===== src/rtl/pc_sequencer.sv =====
// Multicycle control FSM that fetches, decodes and retires one instruction at a time,
// handshaking with instruction memory, the ALU and data memory, and strobing the PC.
module pc_sequencer #(
    parameter int unsigned PC_W    = 6,
    parameter int unsigned INSTR_W = 12
) (
    input  logic               clk,
    input  logic               rst,
    input  logic               run,
    output logic               imem_req,
    input  logic               imem_ack,
    input  logic [INSTR_W-1:0] imem_rdata,
    output logic               alu_start,
    input  logic               alu_done,
    input  logic               zero_flag,
    output logic               dmem_req,
    output logic               dmem_we,
    input  logic               dmem_ack,
    output logic               pc_enable,
    output logic               pc_branch,
    output logic [PC_W-1:0]    pc_target,
    output logic [INSTR_W-1:0] ir,
    output logic               halted,
    output logic               illegal
);

    localparam logic [3:0] OpNop   = 4'h0;
    localparam logic [3:0] OpAlu   = 4'h1;
    localparam logic [3:0] OpLoad  = 4'h2;
    localparam logic [3:0] OpStore = 4'h3;
    localparam logic [3:0] OpJmp   = 4'h4;
    localparam logic [3:0] OpBz    = 4'h5;
    localparam logic [3:0] OpHalt  = 4'hF;

    typedef enum logic [2:0] {
        StIdle,
        StFetch,
        StDecode,
        StAluStart,
        StAluWait,
        StMem,
        StUpdate,
        StHalted
    } state_e;

    state_e             state_q, state_d;
    logic [INSTR_W-1:0] ir_q, ir_d;
    logic               take_q, take_d;
    logic               illegal_q, illegal_d;
    logic [3:0]         opcode;

    assign opcode = ir_q[INSTR_W-1 -: 4];

    always_ff @(posedge clk or negedge rst) begin
        if (!rst) begin
            state_q   <= StIdle;
            ir_q      <= '0;
            take_q    <= 1'b0;
            illegal_q <= 1'b0;
        end else begin
            state_q   <= state_d;
            ir_q      <= ir_d;
            take_q    <= take_d;
            illegal_q <= illegal_d;
        end
    end

    always_comb begin
        state_d   = state_q;
        ir_d      = ir_q;
        take_d    = take_q;
        illegal_d = illegal_q;
        unique case (state_q)
            StIdle: begin
                if (run) state_d = StFetch;
            end
            StFetch: begin
                if (imem_ack) begin
                    ir_d    = imem_rdata;
                    state_d = StDecode;
                end
            end
            StDecode: begin
                // zero_flag only matters here; later changes cannot alter the branch
                take_d = (opcode == OpJmp) || ((opcode == OpBz) && zero_flag);
                case (opcode)
                    OpNop, OpJmp, OpBz: state_d = StUpdate;
                    OpAlu:              state_d = StAluStart;
                    OpLoad, OpStore:    state_d = StMem;
                    OpHalt:             state_d = StHalted;
                    default: begin
                        illegal_d = 1'b1;
                        state_d   = StUpdate;
                    end
                endcase
            end
            StAluStart: state_d = StAluWait;
            StAluWait: begin
                if (alu_done) state_d = StUpdate;
            end
            StMem: begin
                if (dmem_ack) state_d = StUpdate;
            end
            StUpdate: state_d = run ? StFetch : StIdle;
            StHalted: state_d = StHalted;
            default:  state_d = StIdle;
        endcase
    end

    // Moore outputs: decoded purely from registered state
    assign imem_req  = (state_q == StFetch);
    assign alu_start = (state_q == StAluStart);
    assign dmem_req  = (state_q == StMem);
    assign dmem_we   = (state_q == StMem) && (opcode == OpStore);
    assign pc_enable = (state_q == StUpdate);
    assign pc_branch = (state_q == StUpdate) && take_q;
    assign pc_target = ir_q[PC_W-1:0];
    assign ir        = ir_q;
    assign halted    = (state_q == StHalted);
    assign illegal   = illegal_q;

endmodule


===== config.mk =====
export PLATFORM = sky130hd
export DESIGN_NAME = pc_sequencer
export DESIGN_NICKNAME = d
export VERILOG_FILES = /design/src/rtl/pc_sequencer.sv
export SDC_FILE = /design/constraint.sdc
export NUM_CORES = 1
export LEC_CHECK = 0
export CAP_MARGIN = 0
export CELL_PAD_IN_SITES_DETAIL_PLACEMENT = 1
export CELL_PAD_IN_SITES_GLOBAL_PLACEMENT = 2
export CORE_MARGIN = 2
export CORE_UTILIZATION = 25
export CTS_BUF_LIST = sky130_fd_sc_hd__clkbuf_16
export CTS_CLUSTER_DIAMETER = 100
export DETAILED_ROUTE_END_ITERATION = 6
export GPL_ROUTABILITY_DRIVEN = 0
export PLACE_DENSITY = 0.88
export RECOVER_POWER = 100
export SLEW_MARGIN = 20
export SYNTH_ARGS = -nofsm -noshare
export SYNTH_HDL_FRONTEND = slang
export SYNTH_SLANG_ARGS = --single-unit

===== constraint.sdc =====
create_clock -name clk -period 2.17 [get_ports clk]
set_clock_uncertainty 0.05 [all_clocks]
set_input_delay 0.5425 -clock clk [delete_from_list [all_inputs] [get_ports clk]]
set_output_delay 0.5425 -clock clk [all_outputs]
set_load 0.05 [all_outputs]

# Word-level counts from Yosys, hierarchy flattened
# Cells that the tools add are included.
[totals]
regBits = 17
inputBits = 19
out_inout_bits = 26
[classes]
eq_ne = 17
n_mux = 7
n_bitwise = 1
reduce_logical = 11
[op_table]
columns = ["operator", "n"]
rows = [
  ["3-bit one-hot mux with 8 select lines", 1],
  ["3-bit == test, second input constant", 4],
  ["3-bit 2-to-1 mux", 4],
  ["3-bit one-hot mux with 3 select lines", 1],
  ["4-bit by 2-bit == test with 1-bit output, second input constant", 2],
  ["4-bit by 3-bit == test with 1-bit output, second input constant", 2],
  ["7-bit OR reduction", 1],
  ["3-bit by 2-bit == test with 1-bit output, second input constant", 2],
  ["4-bit by 1-bit == test with 1-bit output, second input constant", 1],
  ["4-bit == test, second input constant", 1],
  ["4-bit zero test", 1],
  ["2-bit by 1-bit inequality test with 1-bit output, second input constant", 2],
  ["2-bit inequality test, second input constant", 2],
  ["2-bit AND reduction", 2],
  ["4-bit AND reduction", 1],
  ["3-bit by 1-bit == test with 1-bit output, second input constant", 1],
  ["1-bit logical AND", 3],
  ["3-bit zero test", 1],
  ["2-bit OR reduction", 1],
  ["1-bit logical OR", 1],
  ["1-bit 2-to-1 mux", 1],
  ["1-bit NOT", 1],
]

# Logic depth before layout (Yosys ltp)
# Gate-level depths: netlist (run 1).
[depth]
depth_word = 4
depth_mapped = 5

# Least setup slack after synthesis (run 1)
# No wires, ideal clock.
[synth_path]
path_kind = "register to output"
startpoint = "register state_q[2]"
endpoint = "output port dmem_we"
t_arrival_ns = 1.931
required_ns = 1.577
slack_ns = -0.353
stages_incl_launch_ff = 5
n_path_buf = 1
path_cell_list = "dfrtp_1 > clkbuf_1 > nand2_1 > nor2_1 > and4_1"
[synth_via]
elab_chain_cells = 2
[synth_rtl]
columns = ["element", "line", "text"]
rows = [
  ["start, declared", "46", "state_e state_q, state_d;"],
  ["start signal, assigned", "56", "state_q <= StIdle;"],
  ["start signal, assigned", "61", "state_q <= state_d;"],
  ["3-bit == test", "n/a", ""],
  ["net dmem_req", "16", "output logic dmem_req,"],
  ["1-bit logical AND", "114", "assign dmem_we = (state_q == StMem) && (opcode == OpStore);"],
  ["end, declared", "17", "output logic dmem_we,"],
]
# The timed path passes the listed nets, and every way through them passes these cells.

# Worst setup path in the final report (run 1)
[layout_path]
startpoint = "register ir_q[2] (netlist: ir[2])"
endpoint = "output port ir[2]"
[layout_lines]
columns = ["element", "line", "text"]
rows = [
  ["start, declared", "47", "logic [INSTR_W-1:0] ir_q, ir_d;"],
  ["start signal, assigned", "62", "ir_q <= ir_d;"],
  ["end, declared", "22", "output logic [INSTR_W-1:0] ir,"],
]
# No word-level cell between the ends.

==> Flow_metrics.wiki, run 1 <==
{| class="wikitable"
! Metric !! Value
|-
| Synth top area share || 0.4749
|-
| Latest clock arrival within the worst-skew pair || 0.25 ns
|-
| M2 GR Usage || 0.2292
|-
| Depth of the worst register-to-register path || 4
|-
| Max capacitance violation total || 0
|-
| Starting density of the core || 0.2643
|-
| Min-Delay Endpoint || illegal
|-
| Family of cells with the greatest summed delay on the critical path || buffers and inverters
|-
| Number of iterations in the first detailed-routing pass || 2
|-
| Placed instance area || 1426 um^2
|-
| Hold Startpoint || illegal
|-
| Cell chain of the critical path || dlygate4sd3_1
|-
| Layout fillers || 387
|-
| RSZ-0062 raised after global routing || no
|-
| Design Area, Final || 1424 um^2
|-
| Via count of the first global-routing pass || 819
|-
| Buffer count from post-CTS setup fixing || 0
|-
| Fin crit share || 0.9634
|-
| Register-to-register path setup slack || 0.41 ns
|-
| Wire length of the first global-routing pass || 3953 um
|-
| Shortest period the worst path allows || 2.090 ns
|-
| TritonCTS clock tree || yes
|-
| H-tree Lvls || 1
|-
| Slowest CP cell || sky130_fd_sc_hd__dlygate4sd3_1
|-
| Element type at the critical path end || output pin
|-
| Startpoint class of the critical path || flip-flop
|-
| Slowest stage delay, CP || 0.89 ns
|-
| M3 GR Usage || 0.02465
|-
| Clock transition at the registers of the reported paths || 0.05 ns
|-
| Yosys warning total || 0
|-
| Number of synthesized flops with an enable pin || 0
|-
| Layout cell share with drive strength beyond 1 || 0.2185
|-
| Cell Rows || 21
|-
| Max-slew headroom at the worst pin || 0.3805
|-
| Destination of the worst register-to-register timing path || ir[11]
|-
| Area growth syn-to-layout || 58.94%
|-
| Most common cell in the netlist || sky130_fd_sc_hd__dfrtp_1
|-
| Pins Over Slew Limit || 0
|-
| Required time of the critical path || 1.58 ns
|-
| Antenna Nets Post-Route || 0
|-
| Crit path buf inv count || 1
|-
| Maximum achievable frequency || 478.4 MHz
|-
| CTS sink count || 17
|-
| Cells after Synth || 77
|-
| Critical Setup Path Class || flip-flop to output pin
|-
| Area leader, netlist || sky130_fd_sc_hd__dfrtp_1
|-
| Count of different cell masters after synthesis || 29
|-
| Vertical extent of the die || 63.86 um
|-
| Outcome || finished clean
|-
| Ranking of synthesized cells by instance count || sky130_fd_sc_hd__dfrtp_1 (17), sky130_fd_sc_hd__buf_4 (7), sky130_fd_sc_hd__mux2_4 (7)
|-
| Crit Path Max Fanout || 3
|-
| Root cell of the clock tree || sky130_fd_sc_hd__clkbuf_16
|-
| Boundary Pins || 45
|-
| Average via count per standard cell || 4.485
|-
| GR Overflow Total || 0
|-
| Number of setup violations in the final report || 0
|-
| Share of flip-flops with an asynchronous set or reset || 1.000
|-
| Most congested layer reported by global routing || met2
|-
| 1st-iter DRT viols || 21
|-
| Antenna violations before repair || 0
|-
| Deepest clock path buffer count || 2
|-
| Maximum number of pins on one net before global-route repair || 18
|-
| WHS Path Cells || 1
|-
| Net count of the finished layout || 139
|-
| Combined area of all synthesized cells || 895.9 um^2
|-
| Drt drc || 0
|-
| Met1 track utilization from global routing || 0.1392
|-
| Number of hold-slack violations in the final timing report || 0
|-
| Full die area || 4078 um^2
|-
| Synthesized Nets || 96
|-
| Drt total wl || 2366 um
|-
| Horiz. Die Dim || 63.86 um
|-
| WL per Instance || 14.34 um
|-
| Flip-flop and latch count after synthesis || 17
|-
| Via total after detailed routing || 740
|-
| Dpl hpwl || 1866 um
|-
| Avg Cell Area, Syn || 11.63 um^2
|-
| Class of the most critical hold timing path || flip-flop to flip-flop
|-
| Post-synth top flop || sky130_fd_sc_hd__dfrtp_1
|-
| Overall track demand over capacity in global routing || 0.1279
|-
| Placeable core region || 3390 um^2
|-
| Reg2Reg Launch Point || state_q[1]
|-
| Worst Max-Slew Pin Slew || 0.9293 ns
|-
| Critical Path AT || 1.50 ns
|-
| Ranking of synthesized cells by area || sky130_fd_sc_hd__dfrtp_1 (47%), sky130_fd_sc_hd__mux2_4 (12%), sky130_fd_sc_hd__mux2_2 (6.3%), sky130_fd_sc_hd__buf_4 (5.9%), sky130_fd_sc_hd__o21ai_0 (2.8%)
|-
| TritonCTS buffer count || 3
|-
| I/O Buffers || 44
|-
| Ant. Diodes || 0
|-
| Portion of the post-synthesis area used by sequential elements || 0.4749
|}
## registers in the layout (all words and copies together) (netlist names)
signal	cells
take_q	1
ir	12
illegal	1
state_q	3
## metrics by stage
stage / std cells / TNS (ns) / setup slack (ns) / util / hold WS (ns)
finish: 165 / 0 / 0.07953 / 0.4201 / 0.4337
global placement: 161 / 0 / 0.1055 / 0.4208 / 0.4074
detailed placement: 161 / 0 / 0.08286 / 0.4208 / 0.4197
global route: 165 / 0 / 0.03977 / 0.4201 / 0.4662
floorplan: 77 / -0.01953 / -0.01953 / - / 0.1969
CTS: 165 / 0 / 0.03832 / 0.4444 / 0.4528
## kinds of logic (layout without fill, tap and decap cells)
family	count (synthesis)	in the layout	synth area share
DFF	17	17	0.4749
muxes	12	12	0.1802
buffers and inverters	12	54	0.09777
and+or+nand+nor	23	23	0.1481
AOI/OAI and AO/OA	13	13	0.09917
## layout make-up
cell class | count | area, um^2 | share of cell area
timing repair buffer | 48 | 473.0 | 0.3322
sequential | 17 | 426.7 | 0.2996
multi-input combinational | 48 | 379.1 | 0.2663
clock buffer | 3 | 75.07 | 0.05272
tap | 46 | 57.56 | 0.04042
inverter | 2 | 7.507 | 0.005272
clock inverter | 1 | 5.005 | 0.003515
## how the worst max path moves through the flow
stage               cells after the start           end       start
floorplan                               4       dmem_we  state_q[2]
global placement                        4         ir[8]    imem_ack
detailed placement                      4        ir[11]    imem_ack
CTS                                     4       dmem_we  state_q[2]
global route                            1  pc_target[5]       ir[5]
finish                                  1         ir[2]       ir[2]
## repair_timing
| item | in CTS | in global routing |
|---|---|---|
| endpoints found under the setup margin | 0 | 2 |
| hold buffers | 0 | 0 |
| gates resized for setup | 0 | 1 |
## routing by layer
layer	wire, um	share of wire	vias up
met5	0	0	-
met4	51	0.022	0
met3	105	0.044	4
met2	1246	0.53	23
met1	962	0.41	359
li1	-	-	354
## cell usage in the layout (no fill, tap or decap), drive strengths merged
| master | synthesis | routed |
|---|---|---|
| a21o | 1 | 1 |
| or2 | 1 | 1 |
| nor4bb | 1 | 1 |
| dfrtp | 17 | 17 |
| nand3b | 1 | 1 |
| mux2 | 12 | 12 |
| a211oi | 1 | 1 |
| o21ai | 5 | 5 |
| inv | 2 | 2 |
| a21bo | 1 | 1 |
| a221o | 1 | 1 |
| clkbuf | 2 | 13 |
| and4 | 1 | 1 |
| dlygate4sd3 | 0 | 13 |
| clkinv | 0 | 1 |
| nor2 | 6 | 6 |
| a21oi | 1 | 1 |
| clkdlybuf4s50 | 0 | 20 |
| nor4b | 1 | 1 |
| nand2b | 2 | 2 |
| or2b | 1 | 1 |
| nand4 | 1 | 1 |
| nand2 | 3 | 3 |
| a31o | 1 | 1 |
| o22a | 1 | 1 |
| nor2b | 1 | 1 |
| a31oi | 1 | 1 |
| buf | 8 | 5 |
| and2 | 1 | 1 |
| and3 | 3 | 3 |
Power of run 1 is left out: the tool's default activity adds up to more than one toggle a clock period on the data nets, which glitch-free logic cannot reach.
==> run 2: changes to the inputs <==
--- a/config.mk
+++ b/config.mk
@@ -11,9 +11,8 @@
 export CORE_MARGIN = 2
 export CORE_UTILIZATION = 25
 export CTS_BUF_LIST = sky130_fd_sc_hd__clkbuf_16
-export CTS_CLUSTER_DIAMETER = 100
+export CTS_CLUSTER_DIAMETER = 40
 export DETAILED_ROUTE_END_ITERATION = 6
-export GPL_ROUTABILITY_DRIVEN = 0
 export PLACE_DENSITY = 0.88
 export RECOVER_POWER = 100
 export SLEW_MARGIN = 20
==> results of run 2 <==
Same layout as run 1: the final DEF is identical, and so are final timing and power.
Power of run 2 is left out for the same reason.
==> run 3: changes to the inputs <==
--- a/config.mk
+++ b/config.mk
@@ -8,7 +8,6 @@
 export CAP_MARGIN = 0
 export CELL_PAD_IN_SITES_DETAIL_PLACEMENT = 1
 export CELL_PAD_IN_SITES_GLOBAL_PLACEMENT = 2
-export CORE_MARGIN = 2
 export CORE_UTILIZATION = 25
 export CTS_BUF_LIST = sky130_fd_sc_hd__clkbuf_16
 export CTS_CLUSTER_DIAMETER = 40
==> run 3 against run 2 <==
First-iteration DRC count is 33% lower. Critical path depth unchanged. Count of clock-buffer cells in the layout did not move. Non-clock buffer count is 1 lower. Fmax is 0.98% higher. Highest routed layer unchanged.
==> Flow_metrics.wiki, run 3 (same netlist as run 1, synthesis figures left out) <==
{| class="wikitable"
! Metric !! Value
|-
| Antenna Nets Post-Route || 0
|-
| Vertical extent of the die || 61.86 um
|-
| Wire length of the first global-routing pass || 3739 um
|-
| Final estimated routing congestion in global placement || 0.7126
|-
| Leading cell types in the layout, fill and taps excluded || sky130_fd_sc_hd__dlygate4sd3_1 (17), sky130_fd_sc_hd__dfrtp_1 (16), sky130_fd_sc_hd__clkdlybuf4s50_1 (16), sky130_fd_sc_hd__mux2_1 (7), sky130_fd_sc_hd__clkbuf_1 (6)
|-
| Critical Setup Path Class || flip-flop to output pin
|-
| Net count of the finished layout || 138
|-
| RSZ-0062 raised after global routing || no
|-
| Latest clock arrival within the worst-skew pair || 0.25 ns
|-
| I/O Buffers || 44
|-
| Average via count per standard cell || 4.506
|-
| Full die area || 3827 um^2
|-
| Number of flip-flops under the largest register name || 12
|-
| Most common cell after layout, fill and taps aside || sky130_fd_sc_hd__dlygate4sd3_1
|-
| Slowest stage delay, CP || 0.88 ns
|-
| Starting density of the core || 0.2643
|-
| Antenna violations before repair || 0
|-
| H-tree Lvls || 1
|-
| Number of hold-slack violations in the final timing report || 0
|-
| CTS sink count || 17
|-
| Drt drc || 0
|-
| Shortest period the worst path allows || 2.070 ns
|-
| Ant. Diodes || 0
|-
| Deepest clock path buffer count || 2
|-
| Crit path buf inv count || 1
|-
| Via total after detailed routing || 739
|-
| Area growth syn-to-layout || 58.24%
|-
| Max capacitance violation total || 0
|-
| Required time of the critical path || 1.58 ns
|-
| Drt total wl || 2303 um
|-
| Worst Max-Slew Pin Slew || 0.9201 ns
|-
| Root cell of the clock tree || sky130_fd_sc_hd__clkbuf_16
|-
| Slowest CP cell || sky130_fd_sc_hd__dlygate4sd3_1
|-
| Register-to-register path setup slack || 0.30 ns
|-
| Fin crit share || 0.9540
|-
| Max-slew headroom at the worst pin || 0.3866
|-
| TritonCTS buffer count || 3
|-
| GR Overflow Total || 0
|-
| Layout cell share with drive strength beyond 1 || 0.2119
|-
| Hold Startpoint || illegal
|-
| Core Util, Final || 0.4182
|-
| Crit Path Max Fanout || 3
|-
| Maximum number of pins on one net before global-route repair || 18
|-
| Maximum achievable frequency || 483.0 MHz
|-
| Clock transition at the registers of the reported paths || 0.05 ns
|-
| Dpl hpwl || 1804 um
|-
| Number of iterations in the first detailed-routing pass || 4
|-
| Placeable core region || 3390 um^2
|-
| Final worst hold slack || 0.4135 ns
|-
| Destination of the worst register-to-register timing path || ir[6]
|-
| Quantity of hold-fixing buffers added after cts || 0
|-
| 1st-iter DRT viols || 14
|-
| Overall track demand over capacity in global routing || 0.1357
|-
| Cell Rows || 21
|-
| Startpoint class of the critical path || flip-flop
|-
| Reg2Reg Launch Point || state_q[1]
|-
| WHS Path Cells || 1
|-
| Min-Delay Endpoint || illegal
|-
| Depth of the worst register-to-register path || 4
|-
| Horiz. Die Dim || 61.86 um
|-
| Pins Over Slew Limit || 0
|-
| Cell chain of the critical path || dlygate4sd3_1
|-
| Class of the most critical hold timing path || flip-flop to flip-flop
|-
| Critical Path AT || 1.48 ns
|-
| Outcome || finished clean
|-
| Boundary Pins || 45
|-
| WL per Instance || 14.04 um
|-
| Via count of the first global-routing pass || 806
|-
| Family of cells with the greatest summed delay on the critical path || buffers and inverters
|-
| TritonCTS clock tree || yes
|-
| Number of setup violations in the final report || 0
|-
| Element type at the critical path end || output pin
|}
-- run 3: cell types whose count changed in the layout (fill, tap and decap cells not counted) --
cell and delta:
sky130_fd_sc_hd__mux2_2 +1, sky130_fd_sc_hd__mux2_1 -1, sky130_fd_sc_hd__dlygate4sd3_1 +4, sky130_fd_sc_hd__clkdlybuf4s50_1 -4, sky130_fd_sc_hd__and4_2 -1, sky130_fd_sc_hd__clkbuf_2 -1
sky130_fd_sc_hd__and4_1 +1
-- run 3: metal layers --
metal / GRT usage / share of wire
met1: 0.1590 / 0.41
met2: 0.2488 / 0.54
met3: 0.02899 / 0.041
met4: 0.03810 / 0.0074
met5: 0 / 0
-- run 3: worst register-to-register path: cells and delay by family (launching register included) --
family / cells / cell delay (ns)
buffers and inverters: 2 / 0.60
DFF: 1 / 0.42
muxes: 1 / 0.38
and+or+nand+nor: 1 / 0.29
-- run 3: final cells by class --
| class | count | area, um^2 |
|---|---|---|
| fill | 375 | 1972 |
| timing repair buffer | 47 | 467.9 |
| sequential | 17 | 426.7 |
| multi-input combinational | 48 | 377.9 |
| clock buffer | 3 | 75.07 |
| tap | 46 | 57.56 |
| inverter | 2 | 7.507 |
| clock inverter | 1 | 5.005 |
-- run 3: worst max path at each step --
stage,startpoint,endpoint,cells after the start
final,ir[3],ir[3],1
after global routing,state_q[2],dmem_we,4
after CTS,state_q[2],dmem_we,4
after detailed placement,imem_ack,ir[3],4
after global placement,imem_ack,ir[0],4
after floorplan,state_q[2],dmem_we,4
-- run 3: stage by stage --
step           cell area (um^2)  TNS [ns]  instances  worst slack, ns
6_report                   1418         0        164          0.09977
5_1_grt                    1418         0        164          0.03693
4_1_cts                    1513         0        164           0.1123
3_5_place_dp               1431         0        160          0.05825
3_3_place_gp               1431         0        160           0.1013
2_1_floorplan             903.4  -0.01953         77         -0.01953
-- run 3: timing repair --
| item | in CTS | in global routing |
|---|---|---|
| resized for setup | 1 | 0 |
| endpoints found under the setup margin | 1 | 0 |
| buffers inserted | 0 | 0 |
Power of run 3 is left out for the same reason.
